**src/rtl/frame_stream_decoder_if.sv**
```systemverilog
// Handshake bundle between the frame queue FIFO, the decoder and the pixel sink.
// The decoder uses the slave view; the queue/sink environment uses the master view.
interface frame_stream_decoder_if;
  logic        queue_empty;
  logic [16:0] queue_data;
  logic        queue_rd_en;
  logic [15:0] pix_data;
  logic        pix_valid;
  logic        pix_ready;
  logic        pix_sof;
  logic        pix_sol;
  logic        pix_eol;
  logic        pix_eof;
  logic        frame_done;
  logic        proto_error;
  logic [2:0]  err_code;

  modport master (
    output queue_empty, queue_data, pix_ready,
    input  queue_rd_en, pix_data, pix_valid, pix_sof, pix_sol, pix_eol, pix_eof,
           frame_done, proto_error, err_code
  );

  modport slave (
    input  queue_empty, queue_data, pix_ready,
    output queue_rd_en, pix_data, pix_valid, pix_sof, pix_sol, pix_eol, pix_eof,
           frame_done, proto_error, err_code
  );
endinterface

```
**src/rtl/frame_stream_decoder.sv**
```systemverilog
// Pops 17-bit words from the frame queue, parses SOF/SOL/EOF control words and
// emits RGB565 pixels with frame/row markers, flagging geometry errors.
module frame_stream_decoder #(
  parameter int FRAME_WIDTH  = 480,
  parameter int FRAME_HEIGHT = 272
) (
  input logic                  clk,
  input logic                  reset,
  frame_stream_decoder_if.slave bus
);
  localparam logic [1:0] IDLE     = 2'd0;
  localparam logic [1:0] WAIT_ROW = 2'd1;
  localparam logic [1:0] ROW      = 2'd2;

  localparam logic [16:0] W_SOF = 17'h10000;
  localparam logic [16:0] W_SOL = 17'h10001;
  localparam logic [16:0] W_EOF = 17'h1FFFF;

  localparam logic [2:0] ERR_NONE    = 3'd0;
  localparam logic [2:0] ERR_SHORT   = 3'd1;
  localparam logic [2:0] ERR_LONG    = 3'd2;
  localparam logic [2:0] ERR_ROWS    = 3'd3;
  localparam logic [2:0] ERR_SOF     = 3'd4;
  localparam logic [2:0] ERR_STRAY   = 3'd5;
  localparam logic [2:0] ERR_UNKNOWN = 3'd6;

  localparam logic [10:0] WIDTH_C  = 11'(FRAME_WIDTH);
  localparam logic [10:0] HEIGHT_C = 11'(FRAME_HEIGHT);

  // Two-entry input buffer plus one outstanding FIFO read
  logic [16:0] buf_q [2];
  logic        wr_ptr_q, rd_ptr_q, inflight_q;
  logic [1:0]  count_q, count_d;

  logic [1:0]  state_q, state_d;
  logic [10:0] col_q, col_d, row_q, row_d;
  logic        long_q, long_d;

  logic        pop, load, done_d;
  logic [2:0]  err_d;

  logic [15:0] pix_data_q;
  logic        pix_valid_q, sof_q, sol_q, eol_q, eof_q;
  logic        frame_done_q, proto_error_q;
  logic [2:0]  err_code_q;

  logic [16:0] head;
  logic        head_valid, head_ctrl, head_known, out_free;
  logic [2:0]  occ_after;
  logic [10:0] col_inc, row_inc;

  assign head       = buf_q[rd_ptr_q];
  assign head_valid = (count_q != 2'd0);
  assign head_ctrl  = head[16];
  assign head_known = (head == W_SOF) || (head == W_SOL) || (head == W_EOF);
  assign out_free   = !pix_valid_q || bus.pix_ready;
  assign col_inc    = col_q + 11'd1;
  assign row_inc    = row_q + 11'd1;

  // Room left after this cycle's capture and pop decides whether to request more
  assign occ_after       = {1'b0, count_q} + {2'b00, inflight_q} - {2'b00, pop};
  assign bus.queue_rd_en = !reset && !bus.queue_empty && (occ_after < 3'd2);
  assign count_d         = count_q + {1'b0, inflight_q} - {1'b0, pop};

  always_comb begin
    // NOTE: every signal gets a default first so no path leaves one unassigned and infers a latch.
    state_d = state_q;
    col_d   = col_q;
    row_d   = row_q;
    long_d  = long_q;
    pop     = 1'b0;
    load    = 1'b0;
    err_d   = ERR_NONE;
    done_d  = 1'b0;

    if (head_valid) begin
      if (head_ctrl && !head_known) begin
        pop    = 1'b1;
        err_d  = ERR_UNKNOWN;
        long_d = 1'b0;
      end else if (head == W_SOF) begin
        pop     = 1'b1;
        row_d   = '0;
        col_d   = '0;
        long_d  = 1'b0;
        state_d = WAIT_ROW;
        if (state_q != IDLE) err_d = ERR_SOF;
      end else begin
        case (state_q)
          WAIT_ROW: begin
            pop = 1'b1;
            if (head == W_SOL) begin
              long_d = 1'b0;
              if (row_q < HEIGHT_C) begin
                col_d   = '0;
                state_d = ROW;
              end else begin
                err_d = ERR_ROWS;
              end
            end else if (head == W_EOF) begin
              long_d  = 1'b0;
              state_d = IDLE;
              if (row_q == HEIGHT_C) done_d = 1'b1;
              else                   err_d  = ERR_ROWS;
            end else begin
              err_d = long_q ? ERR_LONG : ERR_STRAY;
            end
          end
          ROW: begin
            if (!head_ctrl) begin
              if (out_free) begin
                pop   = 1'b1;
                load  = 1'b1;
                col_d = col_inc;
                if (col_inc == WIDTH_C) begin
                  row_d   = row_inc;
                  long_d  = 1'b1;
                  state_d = WAIT_ROW;
                end
              end
            end else if (head == W_SOL) begin
              // Short row closes, and the SOL then opens the next row if one is allowed
              pop   = 1'b1;
              err_d = ERR_SHORT;
              row_d = row_inc;
              if (row_inc < HEIGHT_C) col_d = '0;
              else                    state_d = WAIT_ROW;
            end else begin
              pop     = 1'b1;
              err_d   = ERR_SHORT;
              row_d   = row_inc;
              state_d = IDLE;
            end
          end
          default: begin
            pop   = 1'b1;
            err_d = ERR_STRAY;
          end
        endcase
      end
    end
  end

  // NOTE: buffer storage is data only; occupancy is tracked by reset pointers, so the array needs no reset.
  always_ff @(posedge clk) begin
    if (inflight_q) buf_q[wr_ptr_q] <= bus.queue_data;
  end

  // NOTE: state registers use non-blocking assignments so every block sees pre-edge values.
  always_ff @(posedge clk or posedge reset) begin
    if (reset) begin
      wr_ptr_q      <= 1'b0;
      rd_ptr_q      <= 1'b0;
      inflight_q    <= 1'b0;
      count_q       <= 2'd0;
      state_q       <= IDLE;
      col_q         <= '0;
      row_q         <= '0;
      long_q        <= 1'b0;
      pix_data_q    <= '0;
      pix_valid_q   <= 1'b0;
      sof_q         <= 1'b0;
      sol_q         <= 1'b0;
      eol_q         <= 1'b0;
      eof_q         <= 1'b0;
      frame_done_q  <= 1'b0;
      proto_error_q <= 1'b0;
      err_code_q    <= ERR_NONE;
    end else begin
      inflight_q <= bus.queue_rd_en;
      if (inflight_q) wr_ptr_q <= !wr_ptr_q;
      if (pop)        rd_ptr_q <= !rd_ptr_q;
      count_q <= count_d;
      state_q <= state_d;
      col_q   <= col_d;
      row_q   <= row_d;
      long_q  <= long_d;

      if (load) begin
        pix_valid_q <= 1'b1;
        pix_data_q  <= head[15:0];
        sof_q       <= (row_q == 11'd0) && (col_q == 11'd0);
        sol_q       <= (col_q == 11'd0);
        eol_q       <= (col_inc == WIDTH_C);
        eof_q       <= (col_inc == WIDTH_C) && (row_inc == HEIGHT_C);
      end else if (bus.pix_ready) begin
        pix_valid_q <= 1'b0;
      end

      frame_done_q  <= done_d;
      proto_error_q <= (err_d != ERR_NONE);
      if (err_d != ERR_NONE) err_code_q <= err_d;
    end
  end

  assign bus.pix_data    = pix_data_q;
  assign bus.pix_valid   = pix_valid_q;
  assign bus.pix_sof     = sof_q;
  assign bus.pix_sol     = sol_q;
  assign bus.pix_eol     = eol_q;
  assign bus.pix_eof     = eof_q;
  assign bus.frame_done  = frame_done_q;
  assign bus.proto_error = proto_error_q;
  assign bus.err_code    = err_code_q;
endmodule

```
**src/flat_wrapper.sv**
```systemverilog
// flat-port wrapper written by rule: the top's interface ports become plain ports
module frame_stream_decoder_flat 
#(
  parameter int FRAME_WIDTH  = 480,
  parameter int FRAME_HEIGHT = 272
)
  (clk, reset, bus_queue_empty, bus_queue_data, bus_pix_ready, bus_queue_rd_en, bus_pix_data, bus_pix_valid, bus_pix_sof, bus_pix_sol, bus_pix_eol, bus_pix_eof, bus_frame_done, bus_proto_error, bus_err_code);
  frame_stream_decoder_if bus_i ();
  input logic clk;
  input logic reset;
  input wire logic [$bits(bus_i.queue_empty)-1:0] bus_queue_empty;
  input wire logic [$bits(bus_i.queue_data)-1:0] bus_queue_data;
  input wire logic [$bits(bus_i.pix_ready)-1:0] bus_pix_ready;
  output wire logic [$bits(bus_i.queue_rd_en)-1:0] bus_queue_rd_en;
  output wire logic [$bits(bus_i.pix_data)-1:0] bus_pix_data;
  output wire logic [$bits(bus_i.pix_valid)-1:0] bus_pix_valid;
  output wire logic [$bits(bus_i.pix_sof)-1:0] bus_pix_sof;
  output wire logic [$bits(bus_i.pix_sol)-1:0] bus_pix_sol;
  output wire logic [$bits(bus_i.pix_eol)-1:0] bus_pix_eol;
  output wire logic [$bits(bus_i.pix_eof)-1:0] bus_pix_eof;
  output wire logic [$bits(bus_i.frame_done)-1:0] bus_frame_done;
  output wire logic [$bits(bus_i.proto_error)-1:0] bus_proto_error;
  output wire logic [$bits(bus_i.err_code)-1:0] bus_err_code;
  assign bus_i.queue_empty = bus_queue_empty;
  assign bus_i.queue_data = bus_queue_data;
  assign bus_i.pix_ready = bus_pix_ready;
  assign bus_queue_rd_en = bus_i.queue_rd_en;
  assign bus_pix_data = bus_i.pix_data;
  assign bus_pix_valid = bus_i.pix_valid;
  assign bus_pix_sof = bus_i.pix_sof;
  assign bus_pix_sol = bus_i.pix_sol;
  assign bus_pix_eol = bus_i.pix_eol;
  assign bus_pix_eof = bus_i.pix_eof;
  assign bus_frame_done = bus_i.frame_done;
  assign bus_proto_error = bus_i.proto_error;
  assign bus_err_code = bus_i.err_code;
  frame_stream_decoder #(.FRAME_WIDTH(FRAME_WIDTH), .FRAME_HEIGHT(FRAME_HEIGHT)) u_core (.clk(clk), .reset(reset), .bus(bus_i));
endmodule
```
**config.mk**
```make
export PLATFORM = sky130hd
export DESIGN_NAME = frame_stream_decoder_flat
export DESIGN_NICKNAME = d
export VERILOG_FILES = /design/src/rtl/frame_stream_decoder_if.sv /design/src/rtl/frame_stream_decoder.sv /design/src/flat_wrapper.sv
export SDC_FILE = /design/constraint.sdc
export NUM_CORES = 1
export LEC_CHECK = 0
export ABC_AREA = 1
export BUFFER_PORTS_ARGS = -buffer_cell sky130_fd_sc_hd__buf_2
export CAP_MARGIN = 0
export CORE_ASPECT_RATIO = 0.9
export CORE_UTILIZATION = 55
export CTS_BUF_LIST = sky130_fd_sc_hd__clkbuf_4 sky130_fd_sc_hd__clkbuf_8
export CTS_CLUSTER_DIAMETER = 150
export DETAILED_ROUTE_END_ITERATION = 10
export PLACE_DENSITY = 0.86
export SYNTH_ARGS = -nofsm -noshare
export SYNTH_HDL_FRONTEND = slang
export SYNTH_SLANG_ARGS = --single-unit
export TNS_END_PERCENT = 20
```
**constraint.sdc**
```tcl
create_clock -name clk -period 8.27 [get_ports clk]
set_input_delay 0.827 -clock clk [delete_from_list [all_inputs] [get_ports clk]]
set_output_delay 0.827 -clock clk [all_outputs]
set_load 0.1 [all_outputs]
```
Yosys cells after proc, flatten, opt, wreduce, memory -nomap -nowiden. Memory sizes are Yosys's and may differ from the RTL's. Index checks and enable logic that the tools add are counted.

Word-level logic and storage cells: 142. ROM bits: 0. Register bits after elaboration: 56. Input bits: 21. Memories kept: 1. Latch bits: 0. RAM bits: 34. Output and inout bits: 27.

Memories: u_core.buf_q (depth 2, width 17, rd ports 1, clocked after memory_dff 0, wr ports 1, RTL line frame_stream_decoder.sv:31) `logic [16:0] buf_q [2];`.

Reduce and logical (&&, ||, !) cells: 29. Equality and inequality tests: 21. Order comparisons: 3. Bitwise logic cells: 1. Divide/modulo/power cells: 0. Multiplexer cells: 64. Add/subtract/negate cells: 6. $mul: 0. Shift operators: 0.

Operators with widths (count): 11-bit two-way mux (12); 17-bit == test (second input constant) (3); 11-bit by 9-bit == test with 1-bit output (second input constant) (3); 1-bit two-way mux (30); 11-bit by 1-bit adder with 11-bit output (second input constant) (2); 11-bit zero test (2); 11-bit by 9-bit less-than comparator with 1-bit output (second input constant) (2); 2-bit two-way mux (11); 11-bit one-hot mux with 2 select lines (1); 3-bit two-way mux (7); 4-bit by 1-bit != test with 1-bit output (second input constant) (5); 8-bit AND reduction (2); 4-bit != test (second input constant) (3); 3-bit nonzero test (4); 2-bit nonzero test (4); 1-bit zero test (6); 3-bit by 1-bit != test with 1-bit output (second input constant) (2); 3-bit one-hot mux with 2 select lines (1); 6-bit AND reduction (1); 1-bit logical AND (5); 5-bit by 1-bit != test with 1-bit output (second input constant) (1); 5-bit != test (second input constant) (1); 5-bit AND reduction (1); 4-bit by 3-bit != test with 1-bit output (second input constant) (1); 12 further kinds (14).

Depth between registers and ports, before layout.
Depth in word-level cells: 11. Gate-level depth with buffers: 17. Gate-level depth less buffers: 15.

Worst setup path after synthesis. OpenSTA, ideal clock, no wires.

Path kind: reg-to-output. From: register u_core.pix_valid_q (netlist: u_core.bus.pix_valid). To: output bus_queue_rd_en. Data arrival time: 5259 ps. Data required time: 7443 ps. Buffers on the path: 0. Cell stages (with the launch flop): 9. Path slack: 2184 ps. Path through: dfrtp_1 -> inv_1 -> nor2_1 -> a21oi_1 -> ha_1 -> inv_1 -> ha_1 -> fa_1 -> nor4_1.

Longest elaborated chain between the ends: 11.

RTL lines: from (decl) (RTL line frame_stream_decoder.sv:43) `logic pix_valid_q, sof_q, sol_q, eol_q, eof_q;`; from (signal assigned) (RTL line frame_stream_decoder.sv:161) `pix_valid_q <= 1'b0;`; from (signal assigned) (RTL line frame_stream_decoder.sv:180) `pix_valid_q <= 1'b1;`; from (signal assigned) (RTL line frame_stream_decoder.sv:187) `pix_valid_q <= 1'b0;`; 1-bit zero test (RTL line frame_stream_decoder.sv:56) `assign out_free = !pix_valid_q || bus.pix_ready;`; 1-bit logical OR (RTL line frame_stream_decoder.sv:56); 1-bit two-way mux (RTL line frame_stream_decoder.sv:111) `if (out_free) begin`; 1-bit two-way mux (RTL line frame_stream_decoder.sv:110) `if (!head_ctrl) begin`; 1-bit two-way mux (RTL line frame_stream_decoder.sv:89) `case (state_q)`; 1-bit two-way mux (RTL line frame_stream_decoder.sv:81) `end else if (head == W_SOF) begin`; 1-bit two-way mux (RTL line frame_stream_decoder.sv:77) `if (head_ctrl && !head_known) begin`; 1-bit two-way mux (RTL line frame_stream_decoder.sv:76) `if (head_valid) begin`; via u_core.pop (RTL line frame_stream_decoder.sv:39) `logic pop, load, done_d;`; 3-bit by 1-bit subtractor with 3-bit output (RTL line frame_stream_decoder.sv:61) `assign occ_after = {1'b0, count_q} + {2'b00, inflight_q} - {2'b00, pop};`; 3-bit by 2-bit less-than comparator with 1-bit output (RTL line frame_stream_decoder.sv:62) `assign bus.queue_rd_en = !reset && !bus.queue_empty && (occ_after < 3'd2);`; 1-bit logical AND (RTL line frame_stream_decoder.sv:62); to (decl) (RTL line flat_wrapper.sv:14) `output wire logic [$bits(bus_i.queue_rd_en)-1:0] bus_queue_rd_en;`.

The timed path passes the listed nets, and every way through them passes these cells.

Worst setup path after layout.
From: register u_core.rd_ptr_q. To: output bus_queue_rd_en.

Longest elaborated chain between the ends: 11. Elaborated cells on any way between the ends: 16. Those cells by class: add/sub (1); order compare (1); eq/ne (3); mux (5); reduce/logical (5); memory (1).

RTL lines: from (decl) (RTL line frame_stream_decoder.sv:32) `logic wr_ptr_q, rd_ptr_q, inflight_q;`; from (signal assigned) (RTL line frame_stream_decoder.sv:172) `if (pop) rd_ptr_q <= !rd_ptr_q;`; memory read 2 x 17 bit *; 17-bit == test, on equally long branches (RTL line frame_stream_decoder.sv:55, frame_stream_decoder.sv:81); 1-bit logical OR (2 in series) (RTL line frame_stream_decoder.sv:55) `assign head_known = (head == W_SOF) || (head == W_SOL) || (head == W_EOF);`; 1-bit zero test (RTL line frame_stream_decoder.sv:77); 1-bit logical AND (RTL line frame_stream_decoder.sv:77); 1-bit two-way mux * (RTL line frame_stream_decoder.sv:77); 1-bit two-way mux * (RTL line frame_stream_decoder.sv:76); via u_core.pop (RTL line frame_stream_decoder.sv:39); 3-bit by 1-bit subtractor with 3-bit output * (RTL line frame_stream_decoder.sv:61); 3-bit by 2-bit less-than comparator with 1-bit output * (RTL line frame_stream_decoder.sv:62); 1-bit logical AND * (RTL line frame_stream_decoder.sv:62).

The timed path passes the listed nets; every way through them passes the cells marked *.

==> impl_metrics.env <==
export IMPL_synth_edff_count=34
export IMPL_tightest_slew_ns=1.105
export IMPL_diodes=0
export IMPL_cts_buffer_depth=2
export IMPL_clkPwrFrac=0.254
export IMPL_grt_max_degree=57
export IMPL_rows=33
export IMPL_post_cts_buffers=0
export IMPL_synth_distinct_cells=36
export IMPL_p_sw_uw=611.2
export IMPL_routedWlPerCell_um=13.98
export IMPL_min_delay_start="u_core.bus.pix_sol$_DFFE_PP0P_"
export IMPL_cts_tree="done"
export IMPL_postLayoutCellArea_mm2=0.005660
export IMPL_die_y_um=93.53
export IMPL_path_cells="nand2_1, o21ai_2, inv_2, nor2_2, a21oi_1, ha_1, inv_1, ha_1, fa_1, nor4_1, buf_2"
export IMPL_routed_wl_um=11380
export IMPL_layout_min_cycle_time_ns=5.189
export IMPL_dieArea_mm2=0.009699
export IMPL_ant_nets=0
export IMPL_power_frac_seq=0.390
export IMPL_finalSetupViolCount=0
export IMPL_drive_gt1_frac=0.1806
export IMPL_grtUsageTotal=0.2479
export IMPL_cts_resized=0
export IMPL_avgSynthCellArea_um2=7.975
export IMPL_seq_area_mm2=0.002422
export IMPL_end_kind="output pin"
export IMPL_drv_slew=0
export IMPL_startpoint_type="flop"
export IMPL_crit_family="flip-flops"
export IMPL_clk_pin_slew_ns=0.09
export IMPL_numCtsBuffers=9
export IMPL_holdPathEnd="u_core.bus.pix_sol$_DFFE_PP0P_"
export IMPL_powerDensity_mw_per_mm2=261.9
export IMPL_crit_top_cell="ha_1"
export IMPL_min_path_type="flop to flop"
export IMPL_drtIter0Drc=330
export IMPL_grt_pass1_wl_um=18920
export IMPL_start_util=0.5636
export IMPL_finalClockSkew_ns=0.009821
export IMPL_num_io_pins=48
export IMPL_syn_inst=642
export IMPL_dpl_hpwl_um=8385
export IMPL_numPortBuffers=47
export IMPL_critPathBufInv=3
export IMPL_reg2regPathDepth=10
export IMPL_hold_viol=0
export IMPL_viasPerCell=5.343
export IMPL_netlist_area_mm2=0.005120
export IMPL_coreArea_mm2=0.009084
export IMPL_cap_violations=0
export IMPL_sw_frac_of_total=0.4122
export IMPL_worstPathArrival_ns=4.36
export IMPL_path_max_fanout=35
export IMPL_async_flop_share=0.6222
export IMPL_status="finished clean"
export IMPL_drc_errors=0
export IMPL_grt_pass1_vias=4165
export IMPL_timing_rr_end="u_core.inflight_q$_DFF_PP0_"
export IMPL_clk_latency_ns=0.36
export IMPL_max_stage_delay_ns=1.08
export IMPL_hold_depth=2
export IMPL_finalSetupTns_ns=0
export IMPL_rsz0062_at_grt="false"
export IMPL_antenna_found_initial=0
export IMPL_max_freq_mhz=192.7
export IMPL_ys_flop_type="dfrtp_1"
export IMPL_detail_route_first_pass_iterations=5
export IMPL_multiInputGateArea_mm2=0.002256
export IMPL_timing_rr_start="u_core.rd_ptr_q$_DFFE_PP0P_"
export IMPL_h_tree_depth=3
export IMPL_hold_buffers=0
export IMPL_intPower_uw=871.4
export IMPL_clock_sinks=90
export IMPL_layout_commonest_cell="nand2_1"
export IMPL_gp_congestion=0.9227
export IMPL_fin_crit_sh=0.6275
export IMPL_mostFrequentLayoutCells="214 x nand2_1, 78 x inv_1, 56 x dfrtp_1"
export IMPL_grt_overflow=0
export IMPL_worst_ep_required_time_ns=7.44
export IMPL_comb_power_share=0.356
export IMPL_power_leakage_uw=0.002745
export IMPL_dpl_cell_area_mm2=0.005403
export IMPL_via_count=4349
export IMPL_syn2layout_area_growth_pct=10.56
export IMPL_seq_area_frac_synth=0.4731
export IMPL_synth_seq_cells=90
export IMPL_fp_dieW_um=103.7
export IMPL_root_buffer="clkbuf_8"
export IMPL_ir_drop_mv=0.2796
export IMPL_fillers=824
export IMPL_yosysWarnings=0
export IMPL_r2r_slack_ns=4.65
export IMPL_slew_headroom=0.2634
export IMPL_critPathKind="flop to output pin"
export IMPL_cp_slowest_cell="dfrtp_1"
export IMPL_synthesis_nets=674
export IMPL_finalNetCount=719
==> per-stage QoR <==
stage | setup slack, ns | utilization | hold slack [ns] | std cells | total power [uW]
2_1_floorplan | 2.184 | - | 0.4604 | 642 | 995.4
3_3_place_gp | 3.683 | 0.5948 | 0.4553 | 798 | 1078
3_5_place_dp | 3.518 | 0.5948 | 0.4642 | 798 | 1106
4_1_cts | 3.106 | 0.6231 | 0.4843 | 814 | 1485
5_1_grt | 2.864 | 0.6231 | 0.5130 | 814 | 1567
6_report | 3.081 | 0.6231 | 0.4820 | 814 | 1483
==> routing by layer <==
layer	vias up	track usage	share of wire
li1	2125	-	-
met1	2046	0.3344	0.47
met2	156	0.3904	0.45
met3	22	0.04878	0.064
met4	0	0.1119	0.018
met5	-	0	0
==> logic make-up after synthesis <==
| family | synth area share |
|---|---|
| AOI/OAI and AO/OA | 0.07918 |
| xor gates and xnor gates | 0.01882 |
| adders and majority gates | 0.02835 |
| buffers and inverters | 0.08627 |
| DFF | 0.4731 |
| and+or+nand+nor | 0.3143 |
==> power by group through the flow <==
stage	clock (uW)	sequential (uW)	combinational (uW)
6_report	377	577	528
4_1_cts	386	577	522
3_5_place_dp	0	587	520
5_1_grt	400	585	582
2_1_floorplan	0	646	349
3_3_place_gp	0	582	497
==> area by class of cell <==
cell class	count	share of cell area
clock buffer	12	0.02807
clock inverter	4	0.01746
inverter	85	0.05681
multi-input combinational	452	0.3985
sequential	90	0.4279
tap	122	0.02697
timing repair buffer	49	0.04421
==> sequential cells by signal, indices dropped and copies added, names as in the netlist <==
name                    cells
u_core.buf_q               34
u_core.inflight_q           1
u_core.bus.proto_error      1
u_core.bus.pix_sof          1
u_core.bus.pix_eol          1
u_core.bus.err_code         3
u_core.bus.pix_sol          1
u_core.state_q              2
u_core.row_q               11
u_core.long_q               1
u_core.count_q              2
u_core.bus.pix_data        16
u_core.col_q               11
u_core.bus.frame_done       1
u_core.wr_ptr_q             1
u_core.rd_ptr_q             1
u_core.bus.pix_eof          1
u_core.bus.pix_valid        1
==> tightest hold or removal path, cell delays in order, from the launching register on <==
cell	delay (ns)
dfrtp_1	0.35
nand2_1	0.06
nand2_1	0.05
==> how the worst max path moves through the flow <==
stage | startpoint | endpoint | slack (ns) | depth (start not counted)
final | u_core.rd_ptr_q$_DFFE_PP0P_ | bus_queue_rd_en | 3.08 | 11
after global routing | u_core.rd_ptr_q$_DFFE_PP0P_ | bus_queue_rd_en | 2.86 | 11
after CTS | u_core.rd_ptr_q$_DFFE_PP0P_ | bus_queue_rd_en | 3.11 | 11
after detailed placement | u_core.rd_ptr_q$_DFFE_PP0P_ | bus_queue_rd_en | 3.52 | 11
after global placement | u_core.rd_ptr_q$_DFFE_PP0P_ | bus_queue_rd_en | 3.68 | 11
after floorplan | u_core.bus.pix_valid$_DFFE_PP0P_ | bus_queue_rd_en | 2.18 | 8
==> synthesized netlist by cell type (10+ instances only) <==
cell,number,share of area
inv_1,79,0.058
edfxtp_1,34,0.20
nand2_1,214,0.16
nor2_1,55,0.040
dfrtp_1,56,0.27
o21ai_2,24,0.041
o21ai_0,24,0.023
ha_1,10,0.024
nand4_1,11,0.013
nand2_2,14,0.017
xor2_1,10,0.017
nand3_1,44,0.043
No activity file was read; power rests on OpenSTA's default activity.
